File: src/rtl/regfile_wb_arbiter.sv
// regfile_wb_arbiter: round-robin arbiter that shares the single register-file
// write port between NUM_REQ writeback sources. The accepted write is
// registered and reaches the register file one cycle after acceptance.
// Contended cycles are counted in a saturating counter. It also provides
// optional writeback forwarding for two read ports.
//
// Optional feature macro: WB_FORWARD_EN
//   defined   - fwd_rdN returns the registered write data when it targets fwd_rsN
//   undefined - fwd_rdN = fwd_rfN (pass-through); the ports exist in both builds
//
// Ports:
//   clk, reset            clock, synchronous active-high reset
//   freeze                blocks all grants while high
//   req_valid/req_ready   per-requester handshake (req_ready combinational)
//   req_rd/req_wd         packed per-requester destination / data (slice i)
//   we/rd/wd              registered write port to the register file
//   conflict_cnt          saturating count of cycles with >=2 requests
//   fwd_rs1/2, fwd_rf1/2  read addresses and raw register-file read data
//   fwd_rd1/2             forwarded operands
module regfile_wb_arbiter #(
   parameter int unsigned NUM_REQ          = 3,
   parameter int unsigned ADDRESS_BITWIDTH = 5,
   parameter int unsigned DATA_WIDTH       = 32,
   parameter int unsigned CNT_WIDTH        = 16
) (
   input  logic                             clk,
   input  logic                             reset,
   input  logic                             freeze,
   input  logic [NUM_REQ-1:0]               req_valid,
   output logic [NUM_REQ-1:0]               req_ready,
   input  logic [NUM_REQ*ADDRESS_BITWIDTH-1:0] req_rd,
   input  logic [NUM_REQ*DATA_WIDTH-1:0]    req_wd,
   output logic                             we,
   output logic [ADDRESS_BITWIDTH-1:0]      rd,
   output logic [DATA_WIDTH-1:0]            wd,
   output logic [CNT_WIDTH-1:0]             conflict_cnt,
   input  logic [ADDRESS_BITWIDTH-1:0]      fwd_rs1,
   input  logic [ADDRESS_BITWIDTH-1:0]      fwd_rs2,
   input  logic [DATA_WIDTH-1:0]            fwd_rf1,
   input  logic [DATA_WIDTH-1:0]            fwd_rf2,
   output logic [DATA_WIDTH-1:0]            fwd_rd1,
   output logic [DATA_WIDTH-1:0]            fwd_rd2
);

   localparam int unsigned PTR_W = (NUM_REQ > 1) ? $clog2(NUM_REQ) : 1;

   logic [PTR_W-1:0]            r_rr_ptr;
   logic                        r_we;
   logic [ADDRESS_BITWIDTH-1:0] r_rd;
   logic [DATA_WIDTH-1:0]       r_wd;
   logic [CNT_WIDTH-1:0]        r_conflict_cnt;

   logic                        w_found;
   logic [PTR_W-1:0]            w_scan_idx;
   logic [PTR_W-1:0]            w_gnt_idx;
   logic [ADDRESS_BITWIDTH-1:0] w_gnt_rd;
   logic [DATA_WIDTH-1:0]       w_gnt_wd;
   logic                        w_contend;

   // (base + off) mod NUM_REQ; both operands are already below NUM_REQ
   function automatic logic [PTR_W-1:0] wrap_idx(input logic [PTR_W-1:0] base,
                                                  input int unsigned off);
      int unsigned s;
      s = 32'(base) + off;
      if (s >= NUM_REQ) s = s - NUM_REQ;
      return PTR_W'(s);
   endfunction

   // Round-robin search starting at r_rr_ptr; first valid requester wins
   always_comb begin
      w_found    = 1'b0;
      w_scan_idx = '0;
      w_gnt_idx  = '0;
      w_gnt_rd   = '0;
      w_gnt_wd   = '0;
      req_ready  = '0;
      if (!freeze) begin
         for (int unsigned k = 0; k < NUM_REQ; k++) begin
            w_scan_idx = wrap_idx(r_rr_ptr, k);
            if (!w_found && req_valid[w_scan_idx]) begin
               w_found   = 1'b1;
               w_gnt_idx = w_scan_idx;
            end
         end
      end
      // Payload mux over constant slices of the packed request buses
      for (int unsigned i = 0; i < NUM_REQ; i++) begin
         if (w_found && (w_gnt_idx == PTR_W'(i))) begin
            req_ready[i] = 1'b1;
            w_gnt_rd     = req_rd[i*ADDRESS_BITWIDTH +: ADDRESS_BITWIDTH];
            w_gnt_wd     = req_wd[i*DATA_WIDTH +: DATA_WIDTH];
         end
      end
   end

   // Contention ignores freeze: any cycle with two or more requests counts
   assign w_contend = ($countones(req_valid) > 1);

   // Write register, round-robin pointer and contention counter
   always_ff @(posedge clk) begin
      if (reset) begin
         r_we           <= 1'b0;
         r_rd           <= '0;
         r_wd           <= '0;
         r_rr_ptr       <= '0;
         r_conflict_cnt <= '0;
      end else begin
         r_we <= 1'b0;
         if (w_found) begin
            // Writes to x0 are accepted but never reach the register file
            r_we     <= (w_gnt_rd != '0);
            r_rd     <= w_gnt_rd;
            r_wd     <= w_gnt_wd;
            r_rr_ptr <= wrap_idx(w_gnt_idx, 32'd1);
         end
         if (w_contend && (r_conflict_cnt != '1))
            r_conflict_cnt <= r_conflict_cnt + CNT_WIDTH'(1);
      end
   end

   assign we           = r_we;
   assign rd           = r_rd;
   assign wd           = r_wd;
   assign conflict_cnt = r_conflict_cnt;

`ifdef WB_FORWARD_EN
   // Covers the cycle where the registered write is not yet in the register file
   assign fwd_rd1 = (r_we && (r_rd == fwd_rs1) && (fwd_rs1 != '0)) ? r_wd : fwd_rf1;
   assign fwd_rd2 = (r_we && (r_rd == fwd_rs2) && (fwd_rs2 != '0)) ? r_wd : fwd_rf2;
`else
   logic w_unused_fwd;
   assign w_unused_fwd = ^{fwd_rs1, fwd_rs2};
   assign fwd_rd1      = fwd_rf1;
   assign fwd_rd2      = fwd_rf2;
`endif

endmodule

File: config.mk
export PLATFORM = sky130hd
export DESIGN_NAME = regfile_wb_arbiter
export DESIGN_NICKNAME = d
export VERILOG_FILES = /design/src/rtl/regfile_wb_arbiter.sv
export SDC_FILE = /design/constraint.sdc
export NUM_CORES = 1
export LEC_CHECK = 0
export CAP_MARGIN = 15
export CORE_AREA = 2 2 120 122
export CTS_BUF_LIST = sky130_fd_sc_hd__clkbuf_4 sky130_fd_sc_hd__clkbuf_8 sky130_fd_sc_hd__clkbuf_16
export DETAILED_ROUTE_END_ITERATION = 8
export DIE_AREA = 0 0 122 124
export PLACE_DENSITY = 0.75
export SYNTH_ARGS = -nofsm -noshare
export SYNTH_HDL_FRONTEND = slang
export SYNTH_SLANG_ARGS = --single-unit
File: constraint.sdc
create_clock -name clk -period 4.5 [get_ports clk]
set_input_delay 0.9 -clock clk [delete_from_list [all_inputs] [get_ports clk]]
set_output_delay 0.9 -clock clk [all_outputs]
set_load 0.005 [all_outputs]
### Word-level counts from Yosys, hierarchy flattened

Index checks and enable logic that the tools add are counted.

| storage, ports and cells | value |
|---|---|
| register bits after elaboration | 56 |
| input port bits | 191 |
| output and inout port bits | 121 |
| word-level logic and storage cells | 70 |

| operators by class | value |
|---|---|
| $add $sub $neg | 10 |
| magnitude comparators | 8 |
| equal/unequal tests | 3 |
| mux-type cells | 32 |
| bitwise gates (word level) | 1 |
| reduce and logical (&&, ||, !) cells | 11 |

Operators by type and width:

| cell | count |
|---|---|
| $mux W32 | 3 |
| $mux W2 | 11 |
| $add A16 B1 Y16 const B | 1 |
| $ne A16 B16 Y1 const B | 1 |
| $mux W5 | 3 |
| $mux W1 | 12 |
| $ge A3 B2 Y1 const B | 3 |
| $lt A2 B3 Y1 const B | 3 |
| $sub A2 B2 Y2 const B | 4 |
| $add A2 B1 Y3 const B | 2 |
| $bmux W1 S2 | 3 |
| $logic_and A1 B1 Y1 | 6 |
| $reduce_bool A5 Y1 | 1 |
| $add A2 B1 Y3 | 1 |
| $add A2 B2 Y3 const B | 1 |
| $gt A3 B1 Y1 const B | 1 |
| $add A1 B1 Y2 | 1 |
| $eq A2 B1 Y1 const B | 1 |
| $eq A2 B2 Y1 const B | 1 |
| $ge A2 B2 Y1 const B | 1 |
| $logic_not A1 Y1 | 2 |
| $logic_not A2 Y1 | 1 |
| $reduce_or A2 Y1 | 1 |
| $not A1 Y1 | 1 |

### Longest topological paths before layout

Gate-level depths: netlist (run 1).

| depth | value |
|---|---|
| depth after elaboration | 21 |
| depth in mapped cells | 14 |
| depth with buffers taken out | 11 |

### Worst setup path after synthesis (run 1)

Ideal clock, no wire load.

| timing path | value |
|---|---|
| path type | in2out |
| start point | in req_valid[1] |
| end point | out req_ready[2] |
| arrival time | 2.931 ns |
| slack | 0.669 ns |
| cell stages on the path | 10 |
| cells stage by stage | buf_2 > and2_1 > a22o_1 > a22oi_1 > o221ai_1 > ha_1 > inv_1 > clkbuf_1 > clkbuf_1 > nor2_1 |

| between the ends | value |
|---|---|
| cells in the longest elaborated chain, start to end | 15 |

RTL lines:

| element | line | RTL |
|---|---|---|
| from (decl) | 29 | `input logic [NUM_REQ-1:0] req_valid,` |
| $bmux W1 S2 | 80 | `if (!w_found && req_valid[w_scan_idx]) begin` |
| $mux W1 (implied by the code) | 80 |  |
| $mux W1 | 80 |  |
| $mux W1 | 77 | `if (!freeze) begin` |
| $logic_not A1 Y1 | 80 |  |
| $logic_and A1 B1 Y1 | 80 |  |
| $mux W1 | 80 |  |
| $mux W1 | 77 |  |
| $logic_not A1 Y1 | 80 |  |
| $logic_and A1 B1 Y1 | 80 |  |
| $mux W2 | 80 |  |
| $mux W2 | 77 |  |
| $eq A2 B2 Y1 | 88 | `if (w_found && (w_gnt_idx == PTR_W'(i))) begin` |
| $logic_and A1 B1 Y1 (*) | 88 |  |
| $mux W1 (*) | 88 |  |
| to (decl) | 30 | `output logic [NUM_REQ-1:0] req_ready,` |

Mark *: on every way between the ends. The rest lies on a longest branch, timed or not. The select of a mux whose other input is x is not followed.

### Final worst setup path (run 1)

| timing path | value |
|---|---|
| start point | in req_valid[2] |
| end point | out req_ready[0] |

| between the ends | value |
|---|---|
| cells in the longest elaborated chain, start to end | 15 |

RTL lines:

| element | line |
|---|---|
| $bmux W1 S2 | 80 |
| $mux W1 (implied by the code) | 80 |
| $mux W1 | 80 |
| $mux W1 | 77 |
| $logic_not A1 Y1 | 80 |
| $logic_and A1 B1 Y1 | 80 |
| $mux W1 | 80 |
| $mux W1 | 77 |
| $logic_not A1 Y1 | 80 |
| $logic_and A1 B1 Y1 | 80 |
| $mux W2 | 80 |
| $mux W2 | 77 |
| $logic_not A2 Y1 | 88 |
| $logic_and A1 B1 Y1 (*) | 88 |
| $mux W1 (*) | 88 |

Marked as above.

==> parameters.txt, run 1 <==
Parameter                              Value

Global route
  GR met1 Demand/Resource    between 10% and 20%
  Largest net degree at the start of global routing    75
  Global-route wire length before repair    between 15,000 and 20,000 microns
  Number of antenna violations at the first check in global routing    1
  Overall track demand over capacity in global routing    about 15%
  Overflow after GRT    0
  Met2 usage in global routing    24.8%
  Met3 global-route usage    under 10%
  Number of global-route vias before repair    approximately 3,500
  Layer carrying the most global-route usage    met2

Timing
  Worst clock skew on the final layout    0.00692 ns
  Number of slew-limit violations in the final report    0
  Final critical-path setup slack    roughly 0.19 ns
  Total negative slack for setup checks    0 ns
  Count of final setup violators    0
  Fmax    between 200 and 250 MHz
  Unrepaired setup endpoints after global routing    false
  Slew at the pin closest to its max-slew limit    between 0.6 and 0.7 ns
  Max transition margin    54.7%
  Post-route minimum period    around 4.3 ns
  Hold violation count in the final report    0
  Period utilisation layout    between 90% and 100%

Synthesis
  Most frequent cell after synthesis    nand2_1
  Most frequent cells after synthesis    nand2_1, buf_4, o211ai_1
  Number of nets produced by synthesis    723
  Syn Inst Count    524
  Synth Area per Inst    a little under 8 sq um
  Sequential cell area fraction in the yosys report    between 20% and 30%
  Number of enable-type register cells in the synthesized netlist    0
  Largest area contributor in the synthesized netlist    dfxtp_1
  Ys async rst share    0%
  Share of the synthesized area in the top cell type    a little over a quarter
  Main area contributors after synthesis    dfxtp_1, buf_4, o211ai_1, nand2_1, mux2i_1
  Most used DFF post-synth    dfxtp_1
  Number of synthesized register bits    56
  Warnings, synthesis    0
  Post-synthesis cell type count    48
  Cell area after technology mapping    0.00408 sq mm

Worst hold path
  Hold Crit Depth    2
  Startpoint of the tightest hold check path    wd[12]
  End of the worst hold path    wd[12]
  Path type of the worst min-delay path    reg -> reg

Drt
  Post-detailed-route DRC marker count    0
  Antenna-violating nets left    0
  Total wire length    11,100 microns
  Via/cell ratio    approximately 4.9
  WL/cell    approximately 14 microns
  Overall via count from detail_route    approximately 3,800
  Iteration-0 DRC Markers    164
  Number of iterations in the first detailed-routing pass    4

Final layout
  Number of inserted diodes    0
  Area growth from synthesis to final layout    38.9%
  Proportion of layout cells with a drive suffix above 1    6.07%
  Final Net Count    ~810

Clock tree
  Sink Count    56
  Clock tree from TritonCTS    built
  Hold buffer count at cts    0
  TritonCTS buffer count    5
  Buffers from clock root to sink, at most    2
  CTS root buf    clkbuf_16
  Clock transition at path regs    about 0.070 ns
  CTS H-tree lvls    2
  Clock network latency to the later pin of the worst-skew pair    ~0.3 ns

Worst setup path
  Worst-case register-to-register setup slack    about 0.99 ns
  Worst-path fanout max    10
  Number of cells traversed by the worst register-to-register path    12
  CP Data Arrival Time    3.41 ns
  Classification of the worst setup path    in -> out
  End of the worst register-to-register path    we
  Critical Path RT    approximately 3.6 ns
  Launching element type of the critical path    primary input
  Endpoint class of the critical path    output pin
  Worst reg2reg startpoint    r_rr_ptr[0]

Outcome
  Run status    completed

Run
  Maximum Capacitance Violations    0

Floorplan
  Initial standard-cell utilization of the core    about 30%
  Core area    roughly 0.014 sq mm
  Floorplan die width    122 microns
  Overall die area    0.0151 sq mm
  FP Rows    43
  Die boundary height    124 microns
  I/O pin count    between 300 and 400

Place
  Weighted congestion reported at the end of routability-driven placement    approximately 0.76
  Post-detail-place hpwl    around 8300 microns
  Number of port buffers    approximately 170
  Pre-CTS worst setup slack    0.136 ns

Power
  PwrDens    around 310 mW/mm^2
  Standby leakage power    2.09 nW
  Max VDD drop    between 0.2 and 0.25 mV
-- worst max-delay path by stage --
stage	to	slack, ns	from	depth (start not counted)
2_1_floorplan	req_ready[2]	0.67	req_valid[1]	10
6_report	req_ready[0]	0.19	req_valid[2]	8
4_1_cts	req_ready[0]	0.13	req_valid[1]	8
3_3_place_gp	req_ready[0]	0.15	req_valid[1]	8
3_5_place_dp	req_ready[0]	0.14	req_valid[1]	8
5_1_grt	req_ready[0]	0.03	req_valid[2]	8
-- worst max-delay path: stages --
cell and delay, ns:
clkdlybuf4s50_1 0.60, and2_1 0.27, a22o_1 0.19, a22oi_2 0.26
o221ai_1 0.24, ha_1 0.25, and2_1 0.21, clkdlybuf4s50_1 0.48
-- cells in the final DEF (no fill, tap or decap), drive strengths merged, types with 13 or more instances in the layout --
cell	n
dfxtp	56
o211ai	64
nor2	19
a21oi	13
clkdlybuf4s50	173
nand2	116
mux2i	39
-- timing repair --
item                                    in CTS  in global routing
endpoints found under the setup margin       0                  3
hold endpoints to repair                     0                  0
resized for setup                            0                  2
setup buffers                                0                  0
-- per-layer routing --
metal	up-vias	wire (microns)
met5	-	11
met4	2	209
met3	24	873
met2	145	5250
met1	1711	4790
li1	1951	-
-- through the flow --
step	util, %	hold slack [ns]	power (W)	std cells	cell area (sq um)
6_report	41.3	0.459	0.00174	790	5670
5_1_grt	41.3	0.482	0.00186	790	5670
4_1_cts	41.2	0.463	0.00178	790	5660
3_5_place_dp	39.8	0.453	0.00125	782	5460
3_3_place_gp	39.8	0.445	0.00124	782	5460
2_1_floorplan	-	0.451	0.000995	524	4080
-- where the power goes --
| group | internal, W | total [W] | switching, W |
|---|---|---|---|
| logic | 0.000350 | 0.000646 | 0.000297 |
| clock network | 0.000321 | 0.000516 | 0.000194 |
| registers | 0.000551 | 0.000580 | 0.0000286 |
-- flip-flops by register name (all words and copies together), names as in the netlist --
name	flops
wd	32
conflict_cnt	16
rd	5
r_rr_ptr	2
we	1
-- cells by family (layout without fill, tap and decap cells) --
logic type                 Yosys count  after routing  share of synthesized area (%)
and+or+nand+nor                    190            190                           21.3
buffers and inverters              112            198                           16.6
muxes                               48             48                           12.1
DFF                                 56             56                           27.5
AOI/OAI and AO/OA                  109            109                           19.9
adders and majority gates            9              9                           2.73
-- layout make-up --
| class | instances | area (sq um) |
|---|---|---|
| well taps | 180 | 225 |
| flip-flops and latches | 56 | 1120 |
| clock inverters | 3 | 68.8 |
| inverters | 8 | 30.0 |
| fillers | 1393 | 8050 |
| clock buffers | 5 | 125 |
| multi-input cells | 356 | 2300 |
| repair buffers | 182 | 1800 |
(Power assumes the default switching activity.)
==> run 2: changes to the inputs <==
Settings changed: CORE_AREA 2 2 120 122 to 2 2 121 123, CTS_BUF_LIST sky130_fd_sc_hd__clkbuf_4 sky130_fd_sc_hd__clkbuf_8 sky130_fd_sc_hd__clkbuf_16 to sky130_fd_sc_hd__clkbuf_4 sky130_fd_sc_hd__clkbuf_8, DIE_AREA 0 0 122 124 to 0 0 123 125, PLACE_DENSITY 0.75 to 0.74.
==> parameters.txt, run 2 (same netlist as run 1, synthesis figures left out) <==
Parameter                              Value

Outcome
  Run status    completed

Global route
  Global-route wire length before repair    19,200 microns (+9.4%)
  Number of global-route vias before repair    3,704 (+7.2%)
  Largest net degree at the start of global routing    75 (unchanged)
  Number of antenna violations at the first check in global routing    0 (-1)
  Overflow after GRT    0 (unchanged)
  Overall track demand over capacity in global routing    15.9% (+1.1 points)

Final layout
  Layout Cells excl Fill    794 (+0.51%)
  Highest-count cells in the layout ignoring fill and taps    clkdlybuf4s50_1, nand2_1, o211ai_1, dfxtp_1, mux2i_1
  Area growth from synthesis to final layout    37.2%
  Count of fill cells added during filler insertion    1,462 (+5.0%)
  Final Net Count    808 (unchanged)
  Proportion of layout cells with a drive suffix above 1    5.90% (-0.16 points)
  Multi-input gate area in the final layout    0.00229 sq mm (-0.22%)
  Layout Cell Area excl Fill    0.00560 sq mm (-1.2%)
  Number of inserted diodes    0 (unchanged)
  Combined flip-flop and latch cell area    0.00112 sq mm (unchanged)
  Number of flip-flops under the largest register name    32 (unchanged)
  Commonest non-fill, non-tap cell in the layout    clkdlybuf4s50_1

Worst setup path
  Launching element type of the critical path    primary input
  Endpoint class of the critical path    output pin
  Critical Path RT    3.60 ns (about the same)
  Classification of the worst setup path    in -> out
  Number of cells traversed by the worst register-to-register path    12 (unchanged)
  Worst-path fanout max    9 (-1)
  Worst-case register-to-register setup slack    0.89 ns (-0.10 ns)
  End of the worst register-to-register path    we
  CP Data Arrival Time    3.36 ns (-0.05 ns)
  Worst reg2reg startpoint    r_rr_ptr[0]
  Source of the critical timing path    req_valid[1]

Worst hold path
  End of the worst hold path    wd[5]
  Path type of the worst min-delay path    reg -> reg
  Hold Crit Depth    2 (unchanged)
  Startpoint of the tightest hold check path    wd[5]

Timing
  Unrepaired setup endpoints after global routing    false
  Period utilisation layout    94.8% (-0.93 points)
  Fmax    235 MHz (+0.99%)
  Worst clock skew on the final layout    0.0105 ns (+0.00362 ns)
  Max transition margin    54.1% (-0.61 points)
  Post-route minimum period    4.26 ns (-0.0420 ns)
  Total negative slack for setup checks    0 ns (unchanged)
  Count of final setup violators    0 (unchanged)
  Hold violation count in the final report    0 (unchanged)
  Number of slew-limit violations in the final report    0 (unchanged)
  Slew at the pin closest to its max-slew limit    0.689 ns (+0.00922 ns)

Clock tree
  TritonCTS buffer count    5 (unchanged)
  Hold buffer count at cts    0 (unchanged)
  Clock tree from TritonCTS    built
  Clock transition at path regs    0.10 ns (+0.03 ns)
  Clock network latency to the later pin of the worst-skew pair    0.34 ns (+0.04 ns)
  CTS H-tree lvls    2 (unchanged)
  CTS root buf    clkbuf_8
  Sink Count    56 (unchanged)
  Buffers from clock root to sink, at most    2 (unchanged)

Place
  Area post-placement    0.00548 sq mm (+0.32%)
  Post-detail-place hpwl    8720 microns (+4.4%)
  Cell count after placement    786 (+0.51%)
  Number of port buffers    173 (unchanged)
  Weighted congestion reported at the end of routability-driven placement    0.773 (+1.6%)

Drt
  Iteration-0 DRC Markers    160 (-2.4%)
  Overall via count from detail_route    3,887 (+1.4%)
  Number of iterations in the first detailed-routing pass    4 (unchanged)
  Antenna-violating nets left    0 (unchanged)
  Via/cell ratio    4.90 (+0.90%)
  Total wire length    11,900 microns (+6.9%)
  WL/cell    15.0 microns (+6.4%)
  Post-detailed-route DRC marker count    0 (unchanged)

Run
  Maximum Capacitance Violations    0 (unchanged)

Floorplan
  Overall die area    0.0154 sq mm (+1.6%)
  Core area    0.0142 sq mm (+3.5%)
  Floorplan die width    123 microns (+0.82%)
  Initial standard-cell utilization of the core    28.7% (-1.0 points)
  Die boundary height    125 microns (+0.81%)
  I/O pin count    312 (unchanged)
  FP Rows    44 (+2.3%)

Power
  Standby leakage power    2.06 nW (-1.5%)
  Max VDD drop    0.155 mV (-23%)
  Post-route total power    0.00160 W (-8.3%)
  PwrDens    285 mW/mm^2 (-7.2%)
run 2: metal layers:
layer	wire length [microns]	vias to the layer above	GRT usage [%]	share of wire [%]
met2	5700	151	26.1	48
met1	4930	1745	19.1	41
li1	-	1954	-	-
met4	434	0	6.75	3.6
met3	832	37	4.84	7.0
met5	0	-	0	0
run 2: repair_timing:
action,CTS,global route
setup buffers,0,0
resized for setup,0,1
setup endpoints to repair,0,2
run 2: where the power goes:
group | internal [W] | switching (W) | total [W]
clock | 0.000169 | 0.000194 | 0.000363
combinational | 0.000351 | 0.000303 | 0.000654
sequential | 0.000551 | 0.0000280 | 0.000579
run 2: metrics by stage:
stage / util, % / setup slack, ns / hold WS [ns]
6_report: 39.4 / 0.236 / 0.465
5_1_grt: 39.4 / 0.0622 / 0.484
4_1_cts: 39.4 / 0.180 / 0.468
3_5_place_dp: 38.6 / 0.195 / 0.453
3_3_place_gp: 38.6 / 0.215 / 0.445
2_1_floorplan: - / 0.669 / 0.451
run 2: area by class of cell:
| type | instances | area share (%) |
|---|---|---|
| Timing Repair Buffer | 182 | 32.4 |
| Clock inverter | 3 | 0.827 |
| Sequential cell | 56 | 20.0 |
| Clock buffer | 5 | 1.23 |
| Inverter | 8 | 0.536 |
| Multi-Input combinational cell | 356 | 40.9 |
| Tap cell | 184 | 4.11 |
run 2: how the worst max path moves through the flow:
stage	to	depth (start not counted)
2_1_floorplan	req_ready[2]	10
3_3_place_gp	req_ready[2]	9
3_5_place_dp	req_ready[0]	8
4_1_cts	req_ready[0]	8
5_1_grt	req_ready[0]	8
6_report	req_ready[0]	8
run 2: worst max-delay path: stages:
cell	delay, ns
clkdlybuf4s50_1	0.57
nor3b_1	0.41
a21oi_1	0.07
a21boi_0	0.30
o221ai_1	0.24
ha_1	0.26
and2_1	0.15
clkdlybuf4s50_1	0.47
